### src/rtl/en_fire_sched.sv
// Round-robin scheduler sharing one enemy missile channel among N enemies,
// with a level-dependent cooldown counted in video frames.
module en_fire_sched #(
  parameter int N         = 4,
  parameter int CD_BASE   = 60,
  parameter int CD_STEP   = 4,
  parameter int CD_MIN    = 8,
  parameter int LAUNCH_TO = 4
) (
  input  logic         pclk,
  input  logic         rst,
  input  logic         vsync_in,
  input  logic [3:0]   level,
  input  logic [N-1:0] alive,
  input  logic [N-1:0] req,
  input  logic         missile_busy,
  output logic [N-1:0] fire,
  output logic [2:0]   fire_id,
  output logic         ready,
  output logic         wave_clear
);

  localparam logic [1:0] S_COOL   = 2'd0;
  localparam logic [1:0] S_ARB    = 2'd1;
  localparam logic [1:0] S_LAUNCH = 2'd2;
  localparam logic [1:0] S_FLIGHT = 2'd3;

  localparam logic [7:0]  CD_BASE_V = 8'(CD_BASE);
  localparam logic [7:0]  LT_MAX    = 8'(LAUNCH_TO);
  localparam logic [11:0] CD_BASE_W = 12'(CD_BASE);
  localparam logic [11:0] CD_MIN_W  = 12'(CD_MIN);

  logic [1:0]   state_q, state_d;
  logic [7:0]   cd_q, cd_d;
  logic [2:0]   ptr_q, ptr_d;
  logic [7:0]   lt_q, lt_d;
  logic         vsync_q, vsync_d;
  logic [N-1:0] fire_q, fire_d;
  logic [2:0]   fire_id_q, fire_id_d;
  logic         wave_clear_q, wave_clear_d;

  logic         tick;
  logic [N-1:0] cand;
  logic [2:0]   grant;
  logic [11:0]  prod, diff, rl_w;
  logic [7:0]   rl;

  // First set bit of cand at or after start, wrapping N-1 -> 0. Scanning
  // downward lets the nearest candidate overwrite the farther ones.
  function automatic logic [2:0] rr_pick(input logic [N-1:0] c, input logic [2:0] start);
    logic [N-1:0] rot;
    int           idx;
    rr_pick = start;
    for (int i = N - 1; i >= 0; i--) begin
      idx = int'(start) + i;
      if (idx >= N) idx -= N;
      rot = c >> idx;
      if (rot[0]) rr_pick = 3'(idx);
    end
  endfunction

  // Reload: max(CD_BASE - level*CD_STEP, CD_MIN), subtraction saturating at 0.
  always_comb begin
    prod = 12'(level) * 12'(CD_STEP);
    diff = (prod >= CD_BASE_W) ? 12'd0 : CD_BASE_W - prod;
    rl_w = (diff < CD_MIN_W) ? CD_MIN_W : diff;
    rl   = 8'(rl_w);
  end

  assign tick    = vsync_in & ~vsync_q;
  assign vsync_d = vsync_in;
  assign cand    = req & alive;
  assign grant   = rr_pick(cand, ptr_q);

  always_comb begin
    // NOTE: every signal gets a default first so no path leaves it unassigned
    // (which would infer a latch); fire_d defaults low to make it a pulse.
    state_d      = state_q;
    cd_d         = cd_q;
    ptr_d        = ptr_q;
    lt_d         = lt_q;
    fire_d       = '0;
    fire_id_d    = fire_id_q;
    wave_clear_d = (alive == '0);

    case (state_q)
      S_COOL: begin
        if (cd_q == 8'd0) state_d = S_ARB;
        else if (tick)    cd_d    = cd_q - 8'd1;
      end
      S_ARB: begin
        if (!missile_busy && cand != '0) begin
          for (int i = 0; i < N; i++) fire_d[i] = (3'(i) == grant);
          fire_id_d = grant;
          ptr_d     = (grant == 3'(N - 1)) ? 3'd0 : grant + 3'd1;
          lt_d      = 8'd0;
          state_d   = S_LAUNCH;
        end
      end
      S_LAUNCH: begin
        // Busy takes priority over a coincident timeout.
        if (missile_busy) begin
          state_d = S_FLIGHT;
        end else if (tick) begin
          lt_d = lt_q + 8'd1;
          if (lt_d == LT_MAX) begin
            cd_d    = rl;
            state_d = S_COOL;
          end
        end
      end
      S_FLIGHT: begin
        if (!missile_busy) begin
          cd_d    = rl;
          state_d = S_COOL;
        end
      end
    endcase
  end

  // NOTE: sequential state uses non-blocking assignments so every flop samples
  // the pre-edge values, independent of statement order.
  always_ff @(posedge pclk) begin
    if (rst) begin
      state_q      <= S_COOL;
      cd_q         <= CD_BASE_V;
      ptr_q        <= 3'd0;
      lt_q         <= 8'd0;
      vsync_q      <= 1'b0;
      fire_q       <= '0;
      fire_id_q    <= 3'd0;
      wave_clear_q <= 1'b0;
    end else begin
      state_q      <= state_d;
      cd_q         <= cd_d;
      ptr_q        <= ptr_d;
      lt_q         <= lt_d;
      vsync_q      <= vsync_d;
      fire_q       <= fire_d;
      fire_id_q    <= fire_id_d;
      wave_clear_q <= wave_clear_d;
    end
  end

  assign fire       = fire_q;
  assign fire_id    = fire_id_q;
  assign ready      = (state_q == S_ARB);
  assign wave_clear = wave_clear_q;

endmodule

### config.mk
export PLATFORM = sky130hd
export DESIGN_NAME = en_fire_sched
export DESIGN_NICKNAME = d
export VERILOG_FILES = /design/src/rtl/en_fire_sched.sv
export SDC_FILE = /design/constraint.sdc
export NUM_CORES = 1
export LEC_CHECK = 0
export CAP_MARGIN = 40
export CORE_UTILIZATION = 51
export CTS_CLUSTER_SIZE = 28
export DETAILED_ROUTE_END_ITERATION = 16
export GPL_ROUTABILITY_DRIVEN = 0
export PLACE_DENSITY = 0.73
export SETUP_SLACK_MARGIN = 0.05
export SKIP_CTS_REPAIR_TIMING = 1
export SYNTH_ARGS = -nofsm -noshare
export SYNTH_HDL_FRONTEND = slang
export SYNTH_SLANG_ARGS = --single-unit
### constraint.sdc
create_clock -name pclk -period 2.9 [get_ports pclk]
set_clock_uncertainty 0.1 [all_clocks]
set_input_delay 0.29 -clock pclk [delete_from_list [all_inputs] [get_ports pclk]]
set_output_delay 0.29 -clock pclk [all_outputs]
set_load 0.01 [all_outputs]
Word level (Yosys, flattened, before mapping)
Index checks and enable logic that the tools add are counted.
Widths: inputs -> output; s select.
{"block": "totals", "regBits": 30, "input_bits": 16, "output_inout_bits": 9, "word_cells": 95}
{"block": "op_classes", "addsub": 11, "magnitude_cmp": 6, "eq_ne": 18, "n_shift": 4, "n_mux": 29, "bitwise": 5, "n_reduce_logical": 14}
{"cell": "$mux 32", "count": 4}
{"cell": "$shr 4x32->1", "count": 4}
{"cell": "$mux 8", "count": 10}
{"cell": "$pmux 8 s3", "count": 1}
{"cell": "$pmux 8 s2", "count": 1}
{"cell": "$mux 3", "count": 5}
{"cell": "$sub 4x3->5 const B", "count": 3}
{"cell": "$ne 2x2->1 const B", "count": 7}
{"cell": "$ge 4x3->1 const B", "count": 3}
{"cell": "$lt 12x4->1 const B", "count": 1}
{"cell": "$mux 12", "count": 1}
{"cell": "$mux 2", "count": 6}
{"cell": "$add 3x2->4 const B", "count": 2}
{"cell": "$add 8x1->8 const B", "count": 1}
{"cell": "$eq 8x3->1 const B", "count": 1}
{"cell": "$logic_not 8->1", "count": 1}
{"cell": "$pmux 2 s4", "count": 1}
{"cell": "$sub 8x1->8 const B", "count": 1}
{"cell": "$reduce_and 7->1", "count": 1}
{"cell": "$sub 6x6->7 const A", "count": 1}
{"cell": "$eq 2x3->1 const A", "count": 2}
{"cell": "$ge 6x6->1 const B", "count": 1}
{"cell": "$ne 3x3->1 const B", "count": 2}
{"cell": "$reduce_and 5->1", "count": 1}
{"cell": "23 further kinds", "count": 26}

Logic depth before layout (Yosys ltp)
Gate-level depths: netlist of run 1.
{"block": "logic_depth", "depth_word": 10, "depth_mapped": 14, "ltp_nobuf": 12}

Worst setup path before layout of run 1
No wires, ideal clock.
{"block": "synth_path", "path_type": "flip-flop to flip-flop", "start": "register ptr_q[1]", "end": "register ptr_q[0]", "setup_time_ns": 0.112, "arrival_ns": 2.738, "required_time_ns": 2.688, "path_slack_ns": -0.050, "stages_incl_launch_ff": 14, "n_path_buf": 1, "period_less_slack_ns": 2.950, "cell_sequence": "dfxtp_1 -> buf_2 -> inv_1 -> ha_1 -> a21boi_0 -> o31a_1 -> a211oi_2 -> nor2_1 -> a211oi_1 -> inv_1 -> ha_1 -> inv_1 -> nor3_1 -> a2111oi_1"}
{"block": "synth_via", "elab_chain_cells": 10, "word_cells_on_any_way": 26, "cone_classes": "8 x add/sub; 4 x order compare; 1 x eq/ne; 4 x shift; 9 x mux"}
{"item": "from (decl)", "line_no": "35", "text": "logic [2:0] ptr_q, ptr_d;"}
{"item": "from (signal assigned)", "line_no": "136", "text": "ptr_q <= ptr_d;"}
{"item": "$add 3x2->4", "line_no": "55", "text": "idx = int'(start) + i;"}
{"item": "$sub 4x3->5 / $ge 4x3->1 (equally long branches)", "line_no": "56", "text": "if (idx >= N) idx -= N;"}
{"item": "$mux 32", "line_no": "56"}
{"item": "$shr 4x32->1", "line_no": "57", "text": "rot = c >> idx;"}
{"item": "$mux 3 (3 in series)", "line_no": "58", "text": "if (rot[0]) rr_pick = 3'(idx);"}
{"item": "$mux 3 *", "line_no": "58"}
{"item": "via grant[1]", "line_no": "44", "text": "logic [2:0] grant;"}
{"item": "$eq 3x2->1 *", "line_no": "95", "text": "ptr_d = (grant == 3'(N - 1)) ? 3'd0 : grant + 3'd1;"}
{"item": "$mux 3 *", "line_no": "95"}
The timed path passes the listed nets; every way through them passes the cells marked *.
A chain may end at the register's enable or synchronous reset.

Worst setup path in the final report of run 1
{"block": "layout_path", "start": "register ptr_q[0]", "end": "register ptr_q[0]"}
The elaborated chain is that of the path after synthesis.

==> qor.yml, run 1 <==
slowest_stage: "dfxtp_1"
antenna_cells: 0
core_region_area_um2: 4060
dp_slack_ns: 0.0532
critPathLaunch: "ptr_q[0]"
grt_max_degree: 21
hold_viol: 0
layout-drive-gt1-share_pct: 13.7
grt-ovfl-total: 0
syn_nets: 304
p_leak_nw: 0.932
clk_pin_slew_ns: 0.08
clock.fmax_ghz: 0.383
slowest_delay_ns: 0.35
avgSynthCellArea_um2: 7.97
fin_crit_ns: 2.61
ff2ff_setup_slack_ns: 0.29
ys_warn_count: 0
avgRoutedWirePerCell_um: 13.9
synth-edff-count: 0
startpoint_type: "flip-flop"
setup_viol: 0
drc: 0
slew_headroom_pct: 66.4
synth_cell_types: 71
postRouteAntennaNets: 0
antenna_found_initial: 0
maxSlewViolCount: 0
cts_tree: "yes"
hp-start: "fire_id[2]"
timing.final.crit_share_pct: 90.0
portBuffers: 24
postSynthCellCount: 276
critical_path_class: "flip-flop to flip-flop"
cp-end-kind: "flip-flop"
ir_worst_vdd_uv: 390
worst_slew_pin_slew_ns: 0.502
hold_class: "flip-flop to flip-flop"
area_growth_pct: 18.6
cts.sinks: 30
ios: 25
cp_data_arrival_time_ns: 2.70
cp_max_fo: 10
placement_rows: 23
first_pass_iters: 4
die_h_um: 67.7
vias_per_cell: 5.95
rsz0062_at_grt: "no"
async_reset_ff_share_pct: 0
fin_nets: 334
synth_area_um2: 2200
worstSkewPairLatency_ns: 0.29
drt-total-wl_um: 4970
critPathRequiredTime_ns: 2.99
grt.total_usage_pct: 24.2
htreeDepth: 2
finalWorstSetupSlack_ns: 0.290
max-cap-violations: 0
vias: 2125
fin_setup_tns_ns: 0
grt_pass1_vias: 1912
dieArea_um2: 4580
cts_buffer_depth: 2
synth_ff_type: "dfxtp_1"
powerDensity_nw_per_um2: 494
worstPathCellList: "inv_2, ha_1, buf_4, and3_1, a211oi_2, nor2_1, a211oi_2, inv_1, ha_1, inv_1, nor3_1, a2111oi_1"
floorplan.initialDensity_pct: 54.2
r2r_start: "ptr_q[0]"
cts_root_buffer: "clkbuf_8"
grt_pass1_wl_um: 8290
dp.final_hpwl_um: 3520
cts_made_buffers: 5
ys_ff_latch: 30
status: "complete, no violations"
first_iter_violations: 170
die_w_um: 67.7
ys_seq_area_share_pct: 27.3
==> worst max-delay path: cells and delay by family, from the launching register on <==
kind,cells,cell delay (ns)
compound gates,3,0.78
fa+ha+maj,2,0.51
buf+inv,4,0.44
flops,1,0.35
simple gates,3,0.33
==> cells by family after synthesis <==
kind of cell,share of synthesized area [%]
compound gates,30.0
xor+xnor,0.398
fa+ha+maj,6.82
buf+inv,7.11
flops,27.3
mux,1.42
simple gates,27.0
==> report_power, final <==
group	total, mW	internal [mW]	leakage, nW	switching [mW]
Combinational	0.453	0.207	0.642	0.246
Clock	0.368	0.191	0.0472	0.177
Sequential	0.470	0.445	0.243	0.0252
==> synth_stat cells, types with 4 or more instances <==
| cell type | number | share of area [%] |
|---|---|---|
| o31ai_1 | 5 | 1.7 |
| o21ai_1 | 4 | 0.91 |
| a211oi_1 | 10 | 3.4 |
| o21ai_0 | 13 | 3.0 |
| nor2_1 | 30 | 5.1 |
| or4_1 | 4 | 1.4 |
| nand2_1 | 27 | 4.6 |
| nor3_1 | 7 | 1.6 |
| ha_1 | 12 | 6.8 |
| or3_1 | 7 | 2.0 |
| inv_1 | 15 | 2.6 |
| buf_4 | 4 | 1.4 |
| nand3_1 | 10 | 2.3 |
| a21oi_1 | 16 | 3.6 |
| dfxtp_1 | 30 | 27 |
| clkbuf_1 | 5 | 0.85 |
| nand2b_1 | 4 | 1.1 |
==> routing by layer <==
metal	routed length (um)	up-vias	part of all wire [%]	GRT usage, %
met5	0	-	0	0
met4	121	0	2.4	9.57
met3	198	12	4.0	6.08
met2	2300	49	46	40.0
met1	2350	983	47	29.7
li1	-	1081	-	-
==> final cells by class <==
type | count | area (um^2)
Tap cell | 50 | 62.6
Clock buffer | 6 | 82.6
Fill cell | 356 | 1450
Inverter | 16 | 60.1
Timing Repair Buffer | 36 | 330
Multi-Input combinational cell | 217 | 1460
Clock inverter | 2 | 12.5
Sequential cell | 30 | 601
==> layout by cell type, fill, tap and decap left out, types with 5 or more instances in the layout <==
cell type and instances:
nor2_1 30, dfxtp_1 30, nand2_1 27, clkdlybuf4s50_1 24, a21oi_1 16, inv_1 15
o21ai_0 13, ha_1 12, buf_4 12, nand3_1 10, a211oi_1 8, nor3_1 7
or3_1 7, clkbuf_8 6, o31ai_1 5
==> path summary, 6_finish.rpt <==
path                                   end  depth (start not counted)
worst max register to register    ptr_q[0]                         12
worst min register to register  fire_id[2]                          2
worst max-delay path              ptr_q[0]                         12
worst min-delay path            fire_id[2]                          2
==> state kept, by name, summed over array words and instances, names as in the netlist <==
register / count
vsync_q: 1
wave_clear: 1
state_q: 2
fire: 4
ptr_q: 3
fire_id: 3
lt_q: 8
cd_q: 8
==> through the flow <==
step	area (um^2)	util, %	power [mW]	instances	hold WS (ns)
3_3_place_gp	2500	61.7	0.917	348	0.347
3_5_place_dp	2500	61.7	0.920	348	0.350
6_report	2610	64.3	1.29	357	0.360
5_1_grt	2610	64.3	1.37	357	0.389
2_1_floorplan	2210	-	0.797	276	0.262
4_1_cts	2600	64.0	1.29	356	0.360
Note: power is estimated with default switching activity, not from simulation.
==> run 2, diff against run 1 <==
--- a/config.mk
+++ b/config.mk
@@ -13,6 +13,7 @@
 export PLACE_DENSITY = 0.73
 export SETUP_SLACK_MARGIN = 0.05
 export SKIP_CTS_REPAIR_TIMING = 1
+export SLEW_MARGIN = 20
 export SYNTH_ARGS = -nofsm -noshare
 export SYNTH_HDL_FRONTEND = slang
 export SYNTH_SLANG_ARGS = --single-unit
==> constraint.sdc (replaced) <==
create_clock -name pclk -period 2.21 [get_ports pclk]
set_clock_uncertainty 0.1 [all_clocks]
set_input_delay 0.221 -clock pclk [delete_from_list [all_inputs] [get_ports pclk]]
set_output_delay 0.221 -clock pclk [all_outputs]
set_load 0.01 [all_outputs]
==> qor.yml, run 2 (synthesized netlist as in run 1, its figures left out) <==
avgRoutedWirePerCell_um: 14.9
critical_path_class: "flip-flop to flip-flop"
maxSlewViolCount: 0
finalWorstSetupSlack_ns: -0.212
cp_max_fo: 18
hold_depth: 3
ir_worst_vdd_uv: 498
fin_crit_ns: 2.42
cts_buffer_depth: 2
cp_data_arrival_time_ns: 2.50
cts_tree: "yes"
ff2ff_setup_slack_ns: -0.21
cts.sinks: 30
dpl_cell_area_um2: 2770
die_h_um: 67.7
dp.final_hpwl_um: 3860
htreeDepth: 2
drt-total-wl_um: 5800
rsz0062_at_grt: "yes"
portBuffers: 24
reg2reg_to: "ptr_q[0]"
clock.fmax_ghz: 0.413
slew_headroom_pct: 67.3
cts_made_buffers: 5
layout_common_cells: "40 x buf_4, 29 x nor2_1, 26 x nand2_1"
worstPathCellList: "buf_8, nand3b_1, and3_4, and3b_2, o311ai_4, a211oi_2, inv_1, ha_2, inv_2, nor3_2, a2111oi_2"
vias: 2342
startpoint_type: "flip-flop"
antenna_cells: 0
core_region_area_um2: 4060
r2r_start: "ptr_q[0]"
fin_nets: 366
failed_checks: "setup timing"
nFillCells: 270
finalInstanceArea_um2: 3150
dp.cells: 376
floorplan.initialDensity_pct: 54.2
grt_pass1_wl_um: 8490
hold_viol: 0
first_iter_violations: 172
cp-end-kind: "flip-flop"
layout-drive-gt1-share_pct: 33.9
vias_per_cell: 6.02
worst_slew_pin_slew_ns: 0.477
clk_pin_slew_ns: 0.07
timing.final.crit_share_pct: 110
max-cap-violations: 0
drc: 0
grt_max_degree: 37
hold_class: "input pin to flip-flop"
die_w_um: 67.7
area_growth_pct: 43.3
dieArea_um2: 4580
min_to: "wave_clear"
slowest_delay_ns: 0.37
hp-start: "alive[1]"
status: "finished, violations left"
worstSkewPairLatency_ns: 0.29
grt.total_usage_pct: 24.8
powerDensity_nw_per_um2: 676
ios: 25
slowest_stage: "dfxtp_4"
r2r_cells: 11
critPathRequiredTime_ns: 2.29
placement_rows: 23
p_leak_nw: 1.17
grt-ovfl-total: 0
cts_root_buffer: "clkbuf_8"
critPathLaunch: "ptr_q[0]"
setup_viol: 6
mostFrequentLayoutCell: "buf_4"
antenna_found_initial: 0
grt_pass1_vias: 1968
first_pass_iters: 4
postRouteAntennaNets: 0
final_cells: 389
[run 2: per-layer routing]
layer | routed length [um] | share of wire (%) | track usage (%)
met5 | 0 | 0 | 0
met4 | 146 | 2.5 | 10.6
met3 | 255 | 4.4 | 5.24
met2 | 2910 | 50 | 42.0
met1 | 2490 | 43 | 30.0
[run 2: how the worst max path moves through the flow]
stage	cells past startpoint	to	slack (ns)
final	11	ptr_q[0]	-0.21
after global routing	11	ptr_q[0]	-0.33
after CTS	12	ptr_q[0]	-0.43
after detailed placement	11	ptr_q[0]	-0.49
after global placement	11	ptr_q[0]	-0.34
after floorplan	13	ptr_q[0]	-0.40
[run 2: critical path: cells and delay by family, from the launching register on]
| kind | cells | cell delay [ns] |
|---|---|---|
| and+or+nand+nor | 4 | 0.79 |
| AOI/OAI and AO/OA | 3 | 0.53 |
| DFF | 1 | 0.37 |
| buffers and inverters | 3 | 0.31 |
| adders and majority gates | 1 | 0.19 |
[run 2: per-stage QoR]
stage / utilization, % / power, mW / setup WS (ns) / TNS [ns] / hold WS [ns]
2_1_floorplan: - / 1.06 / -0.397 / -1.00 / 0.193
3_3_place_gp: 68.1 / 1.30 / -0.341 / -1.96 / 0.347
3_5_place_dp: 68.1 / 1.32 / -0.487 / -2.65 / 0.357
4_1_cts: 71.7 / 2.02 / -0.426 / -1.36 / 0.368
5_1_grt: 77.7 / 2.24 / -0.329 / -1.64 / 0.227
6_report: 77.7 / 2.13 / -0.212 / -0.829 / 0.197
[run 2: final cells by class]
type | count | area [um^2] | area share, %
Inverter | 16 | 65.1 | 2.06
Multi-Input combinational cell | 217 | 1660 | 52.7
Clock inverter | 2 | 60.1 | 1.90
Sequential cell | 30 | 613 | 19.4
Clock buffer | 6 | 82.6 | 2.62
Tap cell | 50 | 62.6 | 1.98
Timing Repair Buffer | 68 | 608 | 19.3
[run 2: power breakdown]
group	internal (mW)	switching (mW)	leakage [nW]
clock	0.481	0.228	0.0714
combinational	0.403	0.396	0.854
sequential	0.586	0.0374	0.247
==> run 3, diff against run 2 <==
--- a/config.mk
+++ b/config.mk
@@ -6,6 +6,7 @@
 export NUM_CORES = 1
 export LEC_CHECK = 0
 export CAP_MARGIN = 40
+export CORE_MARGIN = 1
 export CORE_UTILIZATION = 51
 export CTS_CLUSTER_SIZE = 28
 export DETAILED_ROUTE_END_ITERATION = 16
==> results of run 3 <==
Final layout, timing and power as in run 2 (identical DEF).
